### src/rtl/prog_sequencer.sv
// prog_sequencer: runs NUM_PROGS programs on a processor (reset, start, count cycles to Ack) and records per-program cycle counts; optional watchdog enabled by macro SEQ_TIMEOUT_EN
module prog_sequencer #(
  parameter int NUM_PROGS  = 3,
  parameter int RST_CYCLES = 2,
  parameter int CT_W       = 16,
  parameter int IDX_W      = (NUM_PROGS > 1) ? $clog2(NUM_PROGS) : 1
`ifdef SEQ_TIMEOUT_EN
  , parameter int TIMEOUT  = 16'hFFFF
`endif
) (
  input  logic             Clk,
  input  logic             Reset,
  input  logic             Go,
  input  logic             DutAck,
  output logic             DutReset,
  output logic             DutStart,
  output logic [IDX_W-1:0] ProgIdx,
  output logic             Busy,
  output logic             Done,
  input  logic [IDX_W-1:0] RdIdx,
  output logic [CT_W-1:0]  RdCycles,
  output logic             RdTimedOut
);
  localparam int RW = (RST_CYCLES > 1) ? $clog2(RST_CYCLES) : 1;
  localparam logic [IDX_W-1:0] LAST = IDX_W'(NUM_PROGS - 1);
  typedef enum logic [2:0] {S_IDLE, S_RST, S_START, S_RUN, S_DONE} state_t;
  state_t          r_state;
  logic [RW-1:0]   r_rst_ct;
  logic [CT_W-1:0] r_ct;
  logic [CT_W-1:0] r_slot [NUM_PROGS];
  logic            w_expire;
  logic            w_end;
  logic            w_rd_ok;
`ifdef SEQ_TIMEOUT_EN
  logic            r_tmo [NUM_PROGS];
  // On expiry the counter equals TIMEOUT, so recording r_ct stores TIMEOUT
  assign w_expire = !DutAck && (r_ct == CT_W'(TIMEOUT));
`else
  assign w_expire = 1'b0;
`endif
  assign w_end   = DutAck || w_expire;
  assign w_rd_ok = int'(RdIdx) < NUM_PROGS;
  assign RdCycles = w_rd_ok ? r_slot[RdIdx] : '0;
`ifdef SEQ_TIMEOUT_EN
  assign RdTimedOut = w_rd_ok ? r_tmo[RdIdx] : 1'b0;
`else
  assign RdTimedOut = 1'b0;
`endif
  // Sequencer FSM: all control outputs and result slots are registered here
  always_ff @(posedge Clk or negedge Reset)
    if (!Reset) begin
      r_state  <= S_IDLE;
      r_rst_ct <= '0;
      r_ct     <= '0;
      DutReset <= 1'b1;
      DutStart <= 1'b0;
      ProgIdx  <= '0;
      Busy     <= 1'b0;
      Done     <= 1'b0;
      for (int i = 0; i < NUM_PROGS; i++) begin
        r_slot[i] <= '0;
`ifdef SEQ_TIMEOUT_EN
        r_tmo[i]  <= 1'b0;
`endif
      end
    end else begin
      case (r_state)
        S_IDLE, S_DONE:
          if (Go) begin
            r_state  <= S_RST;
            r_rst_ct <= '0;
            DutReset <= 1'b1;
            ProgIdx  <= '0;
            Busy     <= 1'b1;
            Done     <= 1'b0;
            for (int i = 0; i < NUM_PROGS; i++) begin
              r_slot[i] <= '0;
`ifdef SEQ_TIMEOUT_EN
              r_tmo[i]  <= 1'b0;
`endif
            end
          end
        S_RST:
          if (r_rst_ct == RW'(RST_CYCLES - 1)) begin
            r_state  <= S_START;
            DutReset <= 1'b0;
            DutStart <= 1'b1;
          end else
            r_rst_ct <= r_rst_ct + 1'b1;
        S_START: begin
          r_state  <= S_RUN;
          DutStart <= 1'b0;
          r_ct     <= '0;
        end
        S_RUN:
          if (w_end) begin
            r_slot[ProgIdx] <= r_ct;
`ifdef SEQ_TIMEOUT_EN
            r_tmo[ProgIdx]  <= !DutAck;
`endif
            if (ProgIdx == LAST) begin
              r_state <= S_DONE;
              Busy    <= 1'b0;
              Done    <= 1'b1;
            end else begin
              r_state  <= S_RST;
              r_rst_ct <= '0;
              DutReset <= 1'b1;
              ProgIdx  <= ProgIdx + 1'b1;
            end
          end else if (r_ct != '1)
            r_ct <= r_ct + 1'b1;
        default: r_state <= S_IDLE;
      endcase
    end
endmodule

### config.mk
export PLATFORM = sky130hd
export DESIGN_NAME = prog_sequencer
export DESIGN_NICKNAME = d
export VERILOG_FILES = /design/src/rtl/prog_sequencer.sv
export SDC_FILE = /design/constraint.sdc
export NUM_CORES = 1
export LEC_CHECK = 0
export CORE_ASPECT_RATIO = 0.75
export CORE_MARGIN = 10
export CORE_UTILIZATION = 37
export DETAILED_ROUTE_END_ITERATION = 10
export GPL_ROUTABILITY_DRIVEN = 0
export MAX_ROUTING_LAYER = met4
export PLACE_DENSITY = 0.54
export SETUP_SLACK_MARGIN = 0.1
export SLEW_MARGIN = 20
export SYNTH_ARGS = -nofsm -noshare
export SYNTH_HDL_FRONTEND = slang
export SYNTH_SLANG_ARGS = --single-unit
export TNS_END_PERCENT = 10
### constraint.sdc
create_clock -name Clk -period 4.4 [get_ports Clk]
set_clock_uncertainty 0.15 [all_clocks]
set_input_delay 0.88 -clock Clk [delete_from_list [all_inputs] [get_ports Clk]]
set_output_delay 0.88 -clock Clk [all_outputs]
set_load 0.05 [all_outputs]
Word level (Yosys, flattened, before mapping)

Index checks and enable logic that the tools add are counted.

Flip-flop bits (word level): 74
Output and inout port bits: 23
Word-level logic and storage cells: 88
Bits of input ports: 6

Add/sub/neg operators: 3
Multiplexer cells: 40
Equality and inequality tests: 13
$lt $le $gt $ge: 4
Bitwise gates (word level): 2
Reduce and logical (&&, ||, !) cells: 15

Operators with widths:

| kind                  | number |
|---|---|
| $mux 16               | 6 |
| $mux 48               | 2 |
| $pmux 48 s2           | 1 |
| $bwmux 48             | 1 |
| $bmux 16 s2           | 1 |
| $demux 16 s2          | 1 |
| $pmux 16 s2           | 1 |
| $add 16x1->16 const B | 1 |
| $ne 16x16->1 const B  | 1 |
| $ne 2x2->1 const B    | 7 |
| $mux 1                | 13 |
| $mux 3                | 4 |
| $pmux 3 s4            | 1 |
| $reduce_and 4->1      | 3 |
| $reduce_and 3->1      | 3 |
| $eq 3x2->1 const B    | 2 |
| $ge 3x3->1 const B    | 2 |
| $mux 2                | 3 |
| $not 2->3             | 2 |
| $pmux 1 s2            | 3 |
| $pmux 1 s3            | 2 |
| $reduce_bool 2->1     | 3 |
| $reduce_and 5->1      | 1 |
| $pmux 2 s2            | 1 |
| other kinds (12)      | 12 |

Longest topological paths before layout

Gate-level depths: netlist (run 1).

Depth after elaboration: 8
Depth in mapped cells: 9
Gate-level depth less buffers: 6

Worst setup path after synthesis (run 1)

No wires, ideal clock.

Kind: input -> output
Start point: input RdIdx[1]
End point: output RdCycles[10]
Stages: 4
Path slack: 0.821 ns
Arrival: 2.549 ns
Data required time: 3.370 ns
Buffers on the path: 2
Path through: buf_2 > buf_2 > mux2i_1 > o21ai_0

Longest elaborated chain between the ends: 5

Ends and longest elaborated chain:

| element                                     | RTL line | source |
|---|---|---|
| start: declaration                          | 20       | `input logic [IDX_W-1:0] RdIdx,` |
| $not 2->3 (implied by the code)             | 43       | `assign RdCycles = w_rd_ok ? r_slot[RdIdx] : '0;` |
| $bmux 16 s2                                 | 43       |  |
| $mux 16 (implied by the code) (2 in series) | 43       |  |
| $mux 16 (*)                                 | 43       |  |
| end: declaration                            | 21       | `output logic [CT_W-1:0] RdCycles,` |

Every way passes the cells marked *; elsewhere a longest branch is shown, timed or not. The select of a mux whose other input is x is not followed.

Worst setup path after layout (run 1)

Start point: input RdIdx[1]
End point: output RdCycles[12]

Same word-level chain as after synthesis.

==> impl_results.md, run 1 <==
- Total Die Area: 0.0149 mm2
- Setup TNS: 0 ns
- DRT antenna net count: 0
- Initial antenna violation count: 0
- Area leader, netlist: dfrtp_1
- Worst Hold Launch: Done
- Synth-to-layout area growth: 18.5%
- Core area: 0.0102 mm2
- Total gr overflow: 0
- Die Y: 108 um
- Fin crit share: 0.786
- DRC: 0
- Fmax: 289 MHz
- Lkg Pwr: 1.96 nW
- Pwr dens: 505 mW/mm2
- Most frequent cells in the layout: nand2_1 (129), dfrtp_1 (73), o21ai_0 (52), o21ai_1 (32), mux2i_1 (18)
- Final hold viol count: 0
- CTS sink cnt: 74
- Syn Std Cell Area: 0.00385 mm2
- Count of cell types in the netlist: 49
- Clock Tree Root: clkbuf_16
- FF/Latch Area: 0.00185 mm2
- First-pass GRT wire length: 15600 um
- Setup violations, final: 0
- Crit Path Max Fanout: 13
- Hold_buf cts: 0
- 1st-iter DRT viols: 240
- Layout cells sized above 1: 0.116
- Max Slew Vio Count: 0
- Starting Density: 0.377
- Vias in the first global route: 2982
- Seq/Total Area, Yosys: 0.482
- Synth top area share: 0.475
- Filler cells: 998
- GRT Overall Usage: 0.136
- Largest net degree at the start of global routing: 75
- Slew @ Worst Pin: 0.948 ns
- Via density: 5.20
- Number of port buffers: 27
- Worst skew pair latency: 0.34 ns
- Minimum clock period: 3.46 ns
- Worst Path Required: 3.37 ns
- Max Buffers Root-to-Sink: 2
- I/O Pins: 29
- Drt pass-1 iters: 4
- Yosys warns: 0
- Most common cell after layout, fill and taps aside: nand2_1
- Kind of critical path: in -> out
- Peak supply drop: 0.378 mV
- Average wire per standard cell: 15.8 um
- Number of max-cap violations: 0
- Top cells by area, synth: dfrtp_1 (47%), nand2_1 (13%), o21ai_0 (6.8%), mux2i_1 (4.7%), o21ai_1 (4.2%)
- Post-Syn Nets: 442
- Mapped Cells: 432
- CP arrival: 2.43 ns
- DR vias: 3032
- Critical Path End Type: primary output
- Status: complete, no violations
- Hold Crit Class: reg -> reg
- R2R Path End: r_slot[31]
- Dpl hpwl: 5940 um
- Setup bufs post-CTS: 0
- Post-CTS Resized: 0
- RSZ-0062 raised after global routing: no
- Worst hold stages: 1
- CTS tree: built
- WL final: 9190 um
- FF-to-FF path depth: 5
- Origin of the worst setup path: RdIdx[1]
- Layout Utilization: 0.446
- Rows: 32
- Die X: 138 um
- Multi-input logic area: 0.00173 mm2
- Worst Setup Start Kind: primary input
- Relative slew slack: 0.368
- Flop2flop setup slack: 1.93 ns
- NumNets Final: 452
- N_diodes: 0
- WHS Endpoint: Done
- Reg clk slew, reported paths: 0.05 ns
- Num CTS Buffers: 9
- Seq cells post-synth: 74
- Syn_area_per_cell: 8.90 um2
- H-tree levels: 3
- RR Startpoint: r_state[0]
Yosys cell counts (all sizes together):
cell    number
mux2         1
mux2i       18
a21o         2
and4         4
nand4        3
nand3b       3
a32o         1
nor2b        3
buf         26
or2          1
nand3        8
o31a         1
a41oi        1
o22a         1
nor4         1
dfrtp       73
o211ai       4
a21oi        8
nand2b       3
o311ai       2
clkbuf       9
and3         7
nor3         2
dfstp        1
nor2        11
conb         1
and3b        1
o21ai       84
o21a         2
a22o         1
a31o         1
ha           4
inv          6
nand2      129
and2         4
a31oi        3
o31ai        2
layout make-up:
type                            instances  area share
Tap cell                              136      0.0373
Clock inverter                          2     0.00769
Sequential cell                        74       0.407
Multi-Input combinational cell        317       0.380
Clock buffer                           14      0.0579
Inverter                                6     0.00494
Timing Repair Buffer                   34       0.105
where the power goes:
group	switching [mW]	internal (mW)	total (mW)	leakage, nW
logic	0.428	0.237	0.665	0.808
registers	0.116	0.776	0.892	1.01
clock network	0.275	0.470	0.745	0.147
per-stage QoR:
step	setup slack [ns]	power (mW)	area (um2)	std cells	hold slack, ns
2_1_floorplan	0.821	1.38	3850	432	0.343
6_report	0.940	2.30	4560	583	0.342
3_3_place_gp	0.946	1.57	4260	567	0.311
5_1_grt	0.802	2.44	4560	583	0.351
4_1_cts	0.902	2.34	4560	583	0.342
3_5_place_dp	0.903	1.58	4260	567	0.315
routing by layer:
layer	track usage	part of all wire	vias to the layer above
met4	0.0453	0.012	0
met3	0.0385	0.046	10
li1	-	-	1481
met2	0.197	0.45	56
met1	0.180	0.49	1485
met5	-	0	-
cell families after synthesis:
kind of cell	Yosys count	share of synthesized area
adders and majority gates	4	0.0130
DFF	74	0.482
AOI/OAI and AO/OA	113	0.171
other	1	0.000975
buffers and inverters	41	0.0680
and+or+nand+nor	180	0.216
muxes	19	0.0498
critical path, stage by stage:
cell,delay [ns]
clkdlybuf4s50_1,0.60
buf_4,0.31
mux2i_1,0.10
o21ai_0,0.33
buf_12,0.19
state kept, by name, summed over array words and instances, names as in the netlist:
name,count
Done,1
r_state,3
ProgIdx,2
DutStart,1
r_slot,48
r_rst_ct,1
Busy,1
DutReset,1
r_ct,16
worst max-delay path by stage:
stage | cells past startpoint | slack [ns] | endpoint
floorplan | 4 | 0.82 | RdCycles[10]
global placement | 5 | 0.95 | RdCycles[11]
detailed placement | 5 | 0.90 | RdCycles[2]
CTS | 5 | 0.90 | RdCycles[2]
global route | 5 | 0.80 | RdCycles[10]
finish | 5 | 0.94 | RdCycles[12]
Note: power is estimated with default switching activity, not from simulation.
==> inputs of run 2 (changes only) <==
PLACE_DENSITY = 0.56   (was 0.54)
clock period = 3 ns   (was 4.4 ns; I/O delays follow)
==> impl_results.md, run 2 (same netlist as run 1, synthesis figures left out) <==
- Most common cell after layout, fill and taps aside: nand2_1 (unchanged)
- Setup bufs post-CTS: 0 (unchanged)
- Die X: 138 um (unchanged)
- CP arrival: 1.99 ns (was 2.43 ns)
- Dpl hpwl: 5680 um (was 5940 um)
- Worst skew pair latency: 0.33 ns (was 0.34 ns)
- Final hold slack: 0.241 ns (was 0.342 ns)
- Largest Register: r_slot (unchanged)
- RR Startpoint: r_ct[1] (was r_state[0])
- Max Slew Vio Count: 0 (unchanged)
- Clock Tree Root: clkbuf_16 (unchanged)
- Filler cells: 998 (unchanged)
- DR vias: 2923 (was 3032)
- DRT antenna net count: 0 (unchanged)
- Clk network pwr share: 0.322 (was 0.324)
- Post-place instance area: 0.00429 mm2 (was 0.00426 mm2)
- Crit-path slowest cell: clkdlybuf4s50_1 (unchanged)
- Worst Setup Start Kind: primary input (unchanged)
- RSZ-0062 raised after global routing: no (unchanged)
- Drt pass-1 iters: 4 (unchanged)
- Kind of critical path: in -> out (unchanged)
- Critical path's largest stage delay: 0.55 ns (was 0.60 ns)
- Max reg flops: 48 (unchanged)
- CTS tree: built (unchanged)
- Crit Path Max Fanout: 9 (was 13)
- Flop pwr share: 0.390 (was 0.388)
- WL final: 8680 um (was 9190 um)
- NumNets Final: 456 (was 452)
- Critical-path cell list: clkdlybuf4s50_1, buf_4, mux2i_1, o21ai_0, buf_12 (unchanged)
- Peak supply drop: 0.332 mV (was 0.378 mV)
- I/O Pins: 29 (unchanged)
- N_diodes: 0 (unchanged)
- H-tree levels: 3 (unchanged)
- Number of port buffers: 27 (unchanged)
- Relative slew slack: 0.360 (was 0.368)
- Setup TNS: 0 ns (unchanged)
- Core area: 0.0102 mm2 (unchanged)
- Met1 Use GR: 0.173 (was 0.180)
- Most frequent cells in the layout: nand2_1 (129), dfrtp_1 (73), o21ai_0 (51), o21ai_1 (33), mux2i_1 (18) (was nand2_1 (129), dfrtp_1 (73), o21ai_0 (52), o21ai_1 (32), mux2i_1 (18))
- Regs by FF count: r_slot: 48 flops, r_ct: 16 flops, r_state: 3 flops (unchanged)
- Hold Crit Class: in -> async (was reg -> reg)
- Vias in the first global route: 2904 (was 2982)
- Flop2flop setup slack: 0.87 ns (was 1.93 ns)
- Pwr dens: 730 mW/mm2 (was 505 mW/mm2)
- Largest net degree at the start of global routing: 75 (unchanged)
- Final hold viol count: 0 (unchanged)
- Multi-input logic area: 0.00173 mm2 (unchanged)
- Worst Path Required: 2.25 ns (was 3.37 ns)
- Total gr overflow: 0 (unchanged)
- Origin of the worst setup path: RdIdx[1] (unchanged)
- Starting Density: 0.377 (unchanged)
- Sw Share: 0.362 (was 0.356)
- Dpl ws: 0.245 ns (was 0.903 ns)
- Fmax: 365 MHz
- Via density: 4.98 (was 5.20)
- Total Die Area: 0.0149 mm2 (unchanged)
- FF-to-FF path depth: 6 (was 5)
- Max Buffers Root-to-Sink: 2 (unchanged)
- FF/Latch Area: 0.00185 mm2 (unchanged)
- DRC: 0 (unchanged)
- Slew @ Worst Pin: 0.961 ns (was 0.948 ns)
- Final Cell Area: 0.00459 mm2 (was 0.00456 mm2)
- Met2 Resource Use GR: 0.182 (was 0.197)
- Reg clk slew, reported paths: 0.06 ns (was 0.05 ns)
- First-pass GRT wire length: 14800 um (was 15600 um)
- Overall power: 3.35 mW (was 2.30 mW)
- Lkg Pwr: 1.98 nW (was 1.96 nW)
- Die Y: 108 um (unchanged)
- Fin crit share: 0.914
- Initial antenna violation count: 0 (unchanged)
- Average wire per standard cell: 14.8 um (was 15.8 um)
- Number of max-cap violations: 0 (unchanged)
- GR Util met3: 0.0329 (was 0.0385)
- Rows: 32 (unchanged)
- 1st-iter DRT viols: 301 (was 240)
- Synth-to-layout area growth: 19.3% (was 18.5%)
- Switching power: 1.21 mW (was 0.819 mW)
- Critical Path End Type: primary output (unchanged)
- Layout cells sized above 1: 0.131 (was 0.116)
- Pint: 2.14 mW (was 1.48 mW)
- Num CTS Buffers: 9 (unchanged)
- Status: complete, no violations (unchanged)
- Logic gate share of total power: 0.289 (about the same)
- Busiest grt layer: met2 (unchanged)
- CTS sink cnt: 74 (unchanged)
- Setup violations, final: 0 (unchanged)
- Post-CTS Resized: 0 (unchanged)
- Hold_buf cts: 0 (unchanged)
- GRT Overall Usage: 0.128 (was 0.136)
- Minimum clock period: 2.74 ns
- Worst setup margin: 0.259 ns (was 0.940 ns)
-- run 2: cell type report --
cell class                      count  share of cell area
Sequential cell                    74               0.404
Clock buffer                        9              0.0491
Tap cell                          136              0.0371
Timing Repair Buffer               38               0.111
Multi-Input combinational cell    317               0.377
Clock inverter                      7              0.0166
Inverter                            6             0.00491
-- run 2: stage by stage --
step / util / cells
5_1_grt: 0.450 / 587
6_report: 0.450 / 587
4_1_cts: 0.450 / 587
3_3_place_gp: 0.420 / 571
2_1_floorplan: - / 432
3_5_place_dp: 0.420 / 571
-- run 2: path summary, 6_finish.rpt --
kind / endpoint
setup / recovery: RdCycles[12]
hold / removal: r_slot[17]
setup reg to reg: r_ct[10]
hold reg to reg: Done
max in group asynchronous: r_slot[41]
min in group Clk: Done
-- run 2: per-layer routing --
layer	part of all wire	up-vias
met5	0	-
li1	-	1490
met1	0.49	1361
met2	0.44	63
met3	0.066	9
met4	0.0085	0
-- run 2: critical path: cells and delay by family --
| family | cells | cell delay, ns |
|---|---|---|
| multiplexers | 1 | 0.10 |
| AO/OA/AOI/OAI | 1 | 0.31 |
| buffers and inverters | 3 | 0.98 |
-- run 2: power groups by stage --
stage / Sequential [mW] / Clock, mW / Combinational, mW
after floorplan: 1.37 / 0 / 0.650
after global placement: 1.32 / 0 / 0.966
after detailed placement: 1.32 / 0 / 0.980
after CTS: 1.30 / 1.12 / 0.984
after global routing: 1.33 / 1.15 / 1.07
final: 1.30 / 1.08 / 0.966
==> inputs of run 3 (changes only) <==
--- a/config.mk
+++ b/config.mk
@@ -10,9 +10,7 @@
 export CORE_UTILIZATION = 37
 export DETAILED_ROUTE_END_ITERATION = 10
-export GPL_ROUTABILITY_DRIVEN = 0
 export MAX_ROUTING_LAYER = met4
 export PLACE_DENSITY = 0.56
 export SETUP_SLACK_MARGIN = 0.1
-export SLEW_MARGIN = 20
 export SYNTH_ARGS = -nofsm -noshare
 export SYNTH_HDL_FRONTEND = slang
==> constraint.sdc (replaced) <==
create_clock -name Clk -period 3 [get_ports Clk]
set_clock_uncertainty 0.15 [all_clocks]
set_input_delay 0.6 -clock Clk [delete_from_list [all_inputs] [get_ports Clk]]
set_output_delay 0.6 -clock Clk [all_outputs]
set_load 0.1 [all_outputs]
==> impl_results.md, run 3 (same netlist as run 1, synthesis figures left out) <==
- FF-to-FF path depth: 6 (unchanged)
- H-tree levels: 3 (unchanged)
- GRT Overall Usage: 0.130 (was 0.128)
- 1st-iter DRT viols: 268 (was 301)
- Number of port buffers: 27 (unchanged)
- Peak supply drop: 0.368 mV (was 0.332 mV)
- Critical Path End Type: primary output (unchanged)
- Largest Register: r_slot (unchanged)
- Post-Layout Cell Count: 584 (was 587)
- Setup bufs post-CTS: 0 (unchanged)
- Num CTS Buffers: 9 (unchanged)
- I/O Pins: 29 (unchanged)
- Crit Path Max Fanout: 11 (was 9)
- Status: complete, no violations (unchanged)
- DRC: 0 (unchanged)
- Fmax: 372 MHz (was 365 MHz)
- DRT antenna net count: 0 (unchanged)
- Gpl congestion: 0.849
- Lkg Pwr: 1.96 nW (was 1.98 nW)
- Via density: 5.14 (was 4.98)
- Largest net degree at the start of global routing: 75 (unchanged)
- RSZ-0062 raised after global routing: no (unchanged)
- Regs by FF count: r_slot: 48 flops, r_ct: 16 flops, r_state: 3 flops (unchanged)
- Worst Path Buf+Inv: 3 (unchanged)
- Layout Utilization: 0.443 (was 0.450)
- Vias in the first global route: 2960 (was 2904)
- Total Die Area: 0.0149 mm2 (unchanged)
- Rows: 32 (unchanged)
- Crit-path slowest cell: clkdlybuf4s50_1 (unchanged)
- WL final: 8890 um (was 8680 um)
- Overall power: 3.43 mW (was 3.35 mW)
- Uppermost routed layer: met4 (unchanged)
- Total gr overflow: 0 (unchanged)
- Slew @ Worst Pin: 0.963 ns (was 0.961 ns)
- First-pass GRT wire length: 15300 um (was 14800 um)
- Max Slew Vio Count: 0 (unchanged)
- Origin of the worst setup path: RdIdx[1] (unchanged)
- Hold_buf cts: 0 (unchanged)
- Max reg flops: 48 (unchanged)
- Final Cell Area: 0.00452 mm2 (was 0.00459 mm2)
- Most common cell after layout, fill and taps aside: nand2_1 (unchanged)
- NumNets Final: 453 (was 456)
- Drt pass-1 iters: 6 (was 4)
- Max Buffers Root-to-Sink: 2 (unchanged)
- Reg clk slew, reported paths: 0.06 ns (about the same)
- Layout cells sized above 1: 0.138 (was 0.131)
- Kind of critical path: in -> out (unchanged)
- WL met1: 4340 um (was 4240 um)
- Relative slew slack: 0.358 (was 0.360)
- Number of max-cap violations: 0 (unchanged)
- Wire length on met3: 484 um (was 570 um)
- Worst skew pair latency: 0.32 ns (was 0.33 ns)
- Met2 WL post-DR: 4010 um (was 3800 um)
- Hold Crit Class: in -> async (unchanged)
- Final hold viol count: 0 (unchanged)
- Minimum clock period: 2.69 ns (was 2.74 ns)
- Synth-to-layout area growth: 17.6% (was 19.3%)
- Flop2flop setup slack: 0.84 ns (was 0.87 ns)
- Post-CTS Resized: 0 (unchanged)
- Die Y: 108 um (unchanged)
- Worst Path Required: 2.25 ns (about the same)
- Clock Tree Root: clkbuf_16 (unchanged)
- Average wire per standard cell: 15.2 um (was 14.8 um)
- Starting Density: 0.377 (unchanged)
- Post-place instance area: 0.00425 mm2 (was 0.00429 mm2)
- DR vias: 3003 (was 2923)
- CTS tree: built (unchanged)
- R2R Path End: r_ct[8] (was r_ct[10])
- Die X: 138 um (unchanged)
- Most frequent cells in the layout: nand2_1 (129), dfrtp_1 (73), o21ai_1 (46), o21ai_0 (37), mux2i_1 (18) (was nand2_1 (129), dfrtp_1 (73), o21ai_0 (51), o21ai_1 (33), mux2i_1 (18))
- N_diodes: 0 (unchanged)
- CP arrival: 1.94 ns (was 1.99 ns)
- Dpl hpwl: 5860 um (was 5680 um)
- Delay-heaviest family, CP: buffers and inverters (unchanged)
- Fin crit share: 0.895 (was 0.914)
- Pwr dens: 757 mW/mm2 (was 730 mW/mm2)
- RR Startpoint: r_ct[0] (was r_ct[1])
- CTS sink cnt: 74 (unchanged)
- Post-Place Cells: 568 (was 571)
- Worst Setup Start Kind: primary input (unchanged)
- Critical-path cell list: clkdlybuf4s50_1, buf_4, mux2i_1, o21ai_1, buf_12 (was clkdlybuf4s50_1, buf_4, mux2i_1, o21ai_0, buf_12)
- Setup violations, final: 0 (unchanged)
- Core area: 0.0102 mm2 (unchanged)
- Initial antenna violation count: 0 (unchanged)
- Critical path's largest stage delay: 0.50 ns (was 0.55 ns)
run 3: cell count changes in the layout (fill, tap and decap cells not counted):
cell             before  now
inv_6                 2    1
clkbuf_1              0    1
bufinv_16             1    0
o21ai_1              33   46
clkinvlp_4            2    3
clkinv_4              1    0
clkinv_2              1    2
o21ai_0              51   37
buf_4                12   15
clkdlybuf4s50_1      10    4
o21ai_2               0    1
run 3: power by group:
part	switching, mW	internal, mW	leakage [nW]	total [mW]
registers	0.172	1.14	1.01	1.31
logic	0.812	0.338	0.822	1.15
clock network	0.407	0.559	0.125	0.966
run 3: final cells by class:
cell class / count / area (um2)
Clock buffer: 10 / 229
Clock inverter: 6 / 41.3
Fill cell: 1010 / 5690
Inverter: 6 / 22.5
Multi-Input combinational cell: 317 / 1740
Sequential cell: 74 / 1850
Tap cell: 136 / 170
Timing Repair Buffer: 35 / 473
run 3: stage by stage:
stage | setup TNS, ns | setup WS [ns] | hold slack (ns)
floorplan | -2.55 | -0.284 | 0.154
global placement | 0 | 0.340 | 0.313
detailed placement | 0 | 0.285 | 0.325
CTS | 0 | 0.283 | 0.304
global route | 0 | 0.214 | 0.340
finish | 0 | 0.314 | 0.246
run 3: how the worst max path moves through the flow:
stage | endpoint | depth (start not counted)
CTS | RdCycles[14] | 5
finish | RdCycles[14] | 5
global route | RdCycles[4] | 5
detailed placement | RdCycles[14] | 5
global placement | RdCycles[2] | 6
floorplan | RdCycles[11] | 4
run 3: metal layers:
layer  vias to the layer above  GRT usage
li1                       1488          -
met1                      1431      0.174
met2                        80      0.193
met3                         4     0.0371
met4                         0     0.0275
met5                         -          -
